`src/rtl/uart_tx_port.sv`:
```
// rtl/uart_tx_port.sv - bus-mapped byte FIFO feeding an 8N1 serial transmitter
module uart_tx_port #(
    parameter int size_addr = 2,
    parameter int size      = 4,
    parameter int divisor   = 8
) (
    input  logic       clk,
    input  logic       reset,
    input  logic       sel,
    input  logic       read,
    input  logic       write,
    input  logic       address,
    input  logic [7:0] data_in,
    output logic [7:0] data_out,
    output logic       ready,
    output logic       tx
);
    typedef enum logic [1:0] {IDLE, START, DATA, STOP} state_t;

    localparam int baud_w = (divisor > 1) ? $clog2(divisor) : 1;
    localparam logic [baud_w-1:0]  baud_last  = baud_w'(divisor - 1);
    localparam logic [size_addr:0] count_full = (size_addr + 1)'(size);

    state_t               state, state_next;
    logic [7:0]           mem [size];
    logic [size_addr-1:0] wr_ptr, rd_ptr;
    logic [size_addr:0]   count;
    logic [baud_w-1:0]    baud_cnt;
    logic [2:0]           bit_cnt;
    logic [7:0]           shift;
    logic                 overflow;

    logic accept, wr_acc, rd_acc, push, drop, pop;
    logic full, empty, busy, baud_end, tx_bit;
    logic [7:0] status;

    assign full     = (count == count_full);
    assign empty    = (count == '0);
    assign busy     = (state != IDLE);
    assign baud_end = (baud_cnt == baud_last);
    assign status   = {4'b0, overflow, busy, empty, full};

    // A held request is seen again while ready is high and must not count twice.
    assign accept = sel && (read || write) && !ready;
    assign wr_acc = accept && write;
    assign rd_acc = accept && !write;
    // A pop in the same cycle frees the slot, so a write to a full FIFO still lands.
    assign push   = wr_acc && !address && (!full || pop);
    assign drop   = wr_acc && !address && !push;
    assign tx     = tx_bit;

    always_ff @(posedge clk or negedge reset) begin
        if (!reset) state <= IDLE;
        else        state <= state_next;
    end

    always_comb begin
        state_next = state;
        pop        = 1'b0;
        tx_bit     = 1'b1;
        case (state)
            IDLE: begin
                if (!empty) begin
                    pop        = 1'b1;
                    state_next = START;
                end
            end
            START: begin
                tx_bit = 1'b0;
                if (baud_end) state_next = DATA;
            end
            DATA: begin
                tx_bit = shift[0];
                if (baud_end && bit_cnt == 3'd7) state_next = STOP;
            end
            STOP: begin
                if (baud_end) begin
                    if (!empty) begin
                        pop        = 1'b1;
                        state_next = START;
                    end else begin
                        state_next = IDLE;
                    end
                end
            end
            default: state_next = IDLE;
        endcase
    end

    always_ff @(posedge clk) begin
        if (push) mem[wr_ptr] <= data_in;
    end

    always_ff @(posedge clk or negedge reset) begin
        if (!reset) begin
            wr_ptr   <= '0;
            rd_ptr   <= '0;
            count    <= '0;
            baud_cnt <= '0;
            bit_cnt  <= '0;
            shift    <= '0;
            overflow <= 1'b0;
            ready    <= 1'b0;
            data_out <= 8'h00;
        end else begin
            ready <= accept;
            if (rd_acc) data_out <= address ? status : 8'h00;

            if (wr_acc && address && data_in[0]) overflow <= 1'b0;
            else if (drop)                       overflow <= 1'b1;

            if (push) wr_ptr <= wr_ptr + 1'b1;
            if (pop)  rd_ptr <= rd_ptr + 1'b1;
            if (push && !pop)      count <= count + 1'b1;
            else if (pop && !push) count <= count - 1'b1;

            // Every pop happens in IDLE or on a bit boundary, so this also restarts the bit timer.
            if (state == IDLE || baud_end) baud_cnt <= '0;
            else                           baud_cnt <= baud_cnt + 1'b1;

            if (state != DATA)  bit_cnt <= '0;
            else if (baud_end)  bit_cnt <= bit_cnt + 1'b1;

            if (pop)                           shift <= mem[rd_ptr];
            else if (state == DATA && baud_end) shift <= {1'b0, shift[7:1]};
        end
    end
endmodule

```
`config.mk`:
```
export PLATFORM = sky130hd
export DESIGN_NAME = uart_tx_port
export DESIGN_NICKNAME = d
export VERILOG_FILES = /design/src/rtl/uart_tx_port.sv
export SDC_FILE = /design/constraint.sdc
export NUM_CORES = 1
export LEC_CHECK = 0
export ABC_AREA = 0
export CORE_MARGIN = 2
export CORE_UTILIZATION = 32
export DETAILED_ROUTE_END_ITERATION = 8
export SYNTH_ARGS = -nofsm -noshare
export SYNTH_HDL_FRONTEND = slang
export SYNTH_SLANG_ARGS = --single-unit
```
`constraint.sdc`:
```
create_clock -name clk -period 3 [get_ports clk]
set_input_delay 0.6 -clock clk [delete_from_list [all_inputs] [get_ports clk]]
set_output_delay 0.6 -clock clk [all_outputs]
set_load 0.03 [all_outputs]
```
==> impl_metrics.sql <==
INSERT INTO impl_metrics (metric_group, metric, value, unit) VALUES
('setup_path', 'reg2reg_from', 'state[0]', ''),
('job', 'timing.max_cap.violations', '0', ''),
('floorplanning', 'design.die.area', '9495', 'um2'),
('clock_network', 'post_cts_resize_count', '0', ''),
('timing', 'final.min_clock_period', '2.674', 'ns'),
('setup_path', 'timing.critical_path.required', '2.40', 'ns'),
('detailed_routing', 'route.antenna.remaining_nets', '0', ''),
('timing', 'worst-slew-pin-transition', '0.5948', 'ns'),
('setup_path', 'crit_type', 'reg2out', ''),
('timing', 'drv_slew', '0', ''),
('detailed_routing', 'routed_length_per_instance', '12.57', 'um'),
('placed_design', 'globalplace.congestion', '0.6907', ''),
('clock_network', 'insertion_delay', '0.33', 'ns'),
('clock_network', 'postCtsSetupRepairBufs', '0', ''),
('placed_design', 'numPlacedInstances', '314', ''),
('global_routing', 'global_route_wire_length_before_repair', '7348', 'um'),
('final_layout', 'synth_to_final_area_change', '17.55', '%'),
('clock_network', 'root_buffer', 'sky130_fd_sc_hd__clkbuf_8', ''),
('detailed_routing', 'routed-via-count', '1501', ''),
('global_routing', 'grt_start_max_net_pins', '30', ''),
('synth', 'synth_enable_flop_cells', '32', ''),
('clock_network', 'clkTransAtPathRegs', '0.07', 'ns'),
('setup_path', 'worstSetupStartpointType', 'register', ''),
('detailed_routing', 'wl_final', '4147', 'um'),
('timing', 'timing.max_slew.rel_slack', '0.6034', ''),
('clock_network', 'tritoncts', 'built', ''),
('synth', 'seq_area_frac_synth', '0.6037', ''),
('min_path', 'min_delay_path_depth', '1', ''),
('clock_network', 'cts.path.max_buffers', '2', ''),
('clock_network', 'clock-sinks', '61', ''),
('min_path', 'hp-class', 'reg2reg', ''),
('global_routing', 'global_route.overflow_total', '0', ''),
('synth', 'synthesis.yosys.warnings', '0', ''),
('floorplanning', 'io_pins', '24', ''),
('synth', 'synth_flop_cell', 'sky130_fd_sc_hd__edfxtp_1', ''),
('synth', 'avgSynthCellArea', '14.78', 'um2'),
('min_path', 'worst_hold_startpoint', 'baud_cnt[0]', ''),
('setup_path', 'critical-path-slowest-cell', 'sky130_fd_sc_hd__clkdlybuf4s50_1', ''),
('final_layout', 'layout_commonest_cell', 'sky130_fd_sc_hd__edfxtp_1', ''),
('timing', 'fin_skew', '0.01162', 'ns'),
('detailed_routing', 'routed_via_density', '4.548', ''),
('floorplanning', 'fp.dieW', '97.44', 'um'),
('timing', 'setup_violators_final', '0', ''),
('floorplanning', 'floorplan.initialDensity', '0.3251', ''),
('setup_path', 'reg2reg_depth', '11', ''),
('setup_path', 'path_delay_family', 'buffers and inverters', ''),
('global_routing', 'number_of_antenna_violations_at_the_first_check_in_global_routing', '0', ''),
('setup_path', 'regToRegEndpoint', 'count[2]', ''),
('timing', 'grt_setup_unrepaired', 'false', ''),
('setup_path', 'cp_cell_sequence', 'inv_1 -> ha_1 -> o21ai_0 -> clkdlybuf4s50_1', ''),
('final_layout', 'layout-drive-gt1-share', '0.2027', ''),
('power_and_ir_drop', 'power_per_cell_area', '883.7', 'nW/um2'),
('floorplanning', 'die_h', '97.44', 'um'),
('final_layout', 'final_cell_mix', 'sky130_fd_sc_hd__edfxtp_1, sky130_fd_sc_hd__dfrtp_1, sky130_fd_sc_hd__clkdlybuf4s50_1, sky130_fd_sc_hd__ha_1, sky130_fd_sc_hd__nand2_1', ''),
('power_and_ir_drop', 'vdd_drop_max', '273.7', 'uV'),
('clock_network', 'cts-buffers-inserted', '9', ''),
('setup_path', 'cp.arrival', '2.07', 'ns'),
('clock_network', 'cts.htree.levels', '3', ''),
('synth', 'syn-cell-area', '2794', 'um2'),
('final_layout', 'final_nets', '246', ''),
('global_routing', 'grt_pass1_vias', '1546', ''),
('synth', 'synth_cell_types', '42', ''),
('final_layout', 'num_antenna_cells', '0', ''),
('setup_path', 'path_max_fanout', '7', ''),
('synth', 'syn_inst_count', '189', ''),
('final_layout', 'finalNonFillerCells', '330', ''),
('synth', 'ys_ff_latch', '61', ''),
('synth', 'netlist.top_cell.by_area', 'sky130_fd_sc_hd__edfxtp_1', ''),
('status', 'status', 'completed', ''),
('synth', 'synth_largest_type_area_fraction', '0.3439', ''),
('placed_design', 'place.port_buffers', '19', '');
worst register-to-register path, cell delays in order (launching register included):
cell and delay, ns:
sky130_fd_sc_hd__dfrtp_1 0.45, sky130_fd_sc_hd__inv_1 0.15, sky130_fd_sc_hd__ha_1 0.32, sky130_fd_sc_hd__a21oi_1 0.13
sky130_fd_sc_hd__and2_4 0.17, sky130_fd_sc_hd__a211oi_4 0.23, sky130_fd_sc_hd__ha_1 0.22, sky130_fd_sc_hd__inv_1 0.06
sky130_fd_sc_hd__fa_1 0.37, sky130_fd_sc_hd__xor2_1 0.15, sky130_fd_sc_hd__nor2_1 0.11, sky130_fd_sc_hd__xor2_1 0.15
flip-flops by register name, indices dropped and copies added, names as in the netlist:
name	count
data_out	4
overflow	1
state	2
mem	32
shift	8
ready	1
count	3
wr_ptr	2
rd_ptr	2
bit_cnt	3
baud_cnt	3
power by group:
part / switching [mW] / internal [mW] / leakage, nW / total, mW
clock: 0.333 / 0.389 / 0.0931 / 0.722
combinational: 0.457 / 0.487 / 0.566 / 0.945
sequential: 0.176 / 1.06 / 0.643 / 1.24
total: 0.967 / 1.94 / 1.30 / 2.90
worst max-delay path by stage:
stage,startpoint,endpoint,slack (ns),cells past startpoint
floorplan,state[0],count[1],0.45,9
finish,state[0],tx,0.33,4
global route,state[0],tx,0.18,4
global placement,address,count[2],0.35,9
CTS,state[0],tx,0.27,4
detailed placement,address,count[2],0.31,9
cell type report:
| cell class | instances | area (um2) | area share |
|---|---|---|---|
| multi-input cells | 114 | 1010 | 0.3074 |
| repair buffers | 24 | 227.7 | 0.06933 |
| well taps | 108 | 135.1 | 0.04114 |
| clock inverters | 6 | 71.32 | 0.02171 |
| flip-flops and latches | 61 | 1687 | 0.5135 |
| inverters | 7 | 26.28 | 0.008000 |
| clock buffers | 10 | 127.6 | 0.03886 |
through the flow:
step	instance area, um2	total power, mW	hold WS [ns]	setup slack (ns)
final	3284	2.902	0.4434	0.3257
after global routing	3284	3.109	0.4739	0.1846
after CTS	3284	2.953	0.4551	0.2741
after detailed placement	3085	2.223	0.4452	0.3078
after global placement	3085	2.203	0.4322	0.3491
after floorplan	2805	2.032	0.3044	0.4528
kinds of logic after synthesis:
logic type,Yosys count,share of synthesized area
AOI/OAI and AO/OA,24,0.06584
buffers and inverters,17,0.03896
xor gates and xnor gates,7,0.02463
adders and majority gates,15,0.06986
muxes,20,0.1102
other,1,0.001342
and+or+nand+nor,44,0.08554
DFF,61,0.6037
cells in the mapped netlist, types with 2 or more instances:
cell                       count
sky130_fd_sc_hd__inv_1         7
sky130_fd_sc_hd__mux2_2        2
sky130_fd_sc_hd__nand3_1       3
sky130_fd_sc_hd__ha_1         14
sky130_fd_sc_hd__dfrtp_1      29
sky130_fd_sc_hd__nor2_1       10
sky130_fd_sc_hd__buf_2         2
sky130_fd_sc_hd__o21ai_0       6
sky130_fd_sc_hd__a21oi_1       4
sky130_fd_sc_hd__a21oi_2       7
sky130_fd_sc_hd__buf_4         5
sky130_fd_sc_hd__nand2_1      12
sky130_fd_sc_hd__and2_1        5
sky130_fd_sc_hd__nor3b_1       2
sky130_fd_sc_hd__nor2b_1       3
sky130_fd_sc_hd__nand3b_1      2
sky130_fd_sc_hd__mux2i_1       9
sky130_fd_sc_hd__edfxtp_1     32
sky130_fd_sc_hd__mux4_2        8
sky130_fd_sc_hd__xnor2_1       2
sky130_fd_sc_hd__xor2_1        4
per-layer routing:
metal  track usage  wire [um]
met2        0.1565       1994
met5             0          0
met1        0.1212       1908
met4       0.07692        138
met3       0.02446        106
No activity file was read; power rests on OpenSTA's default activity.
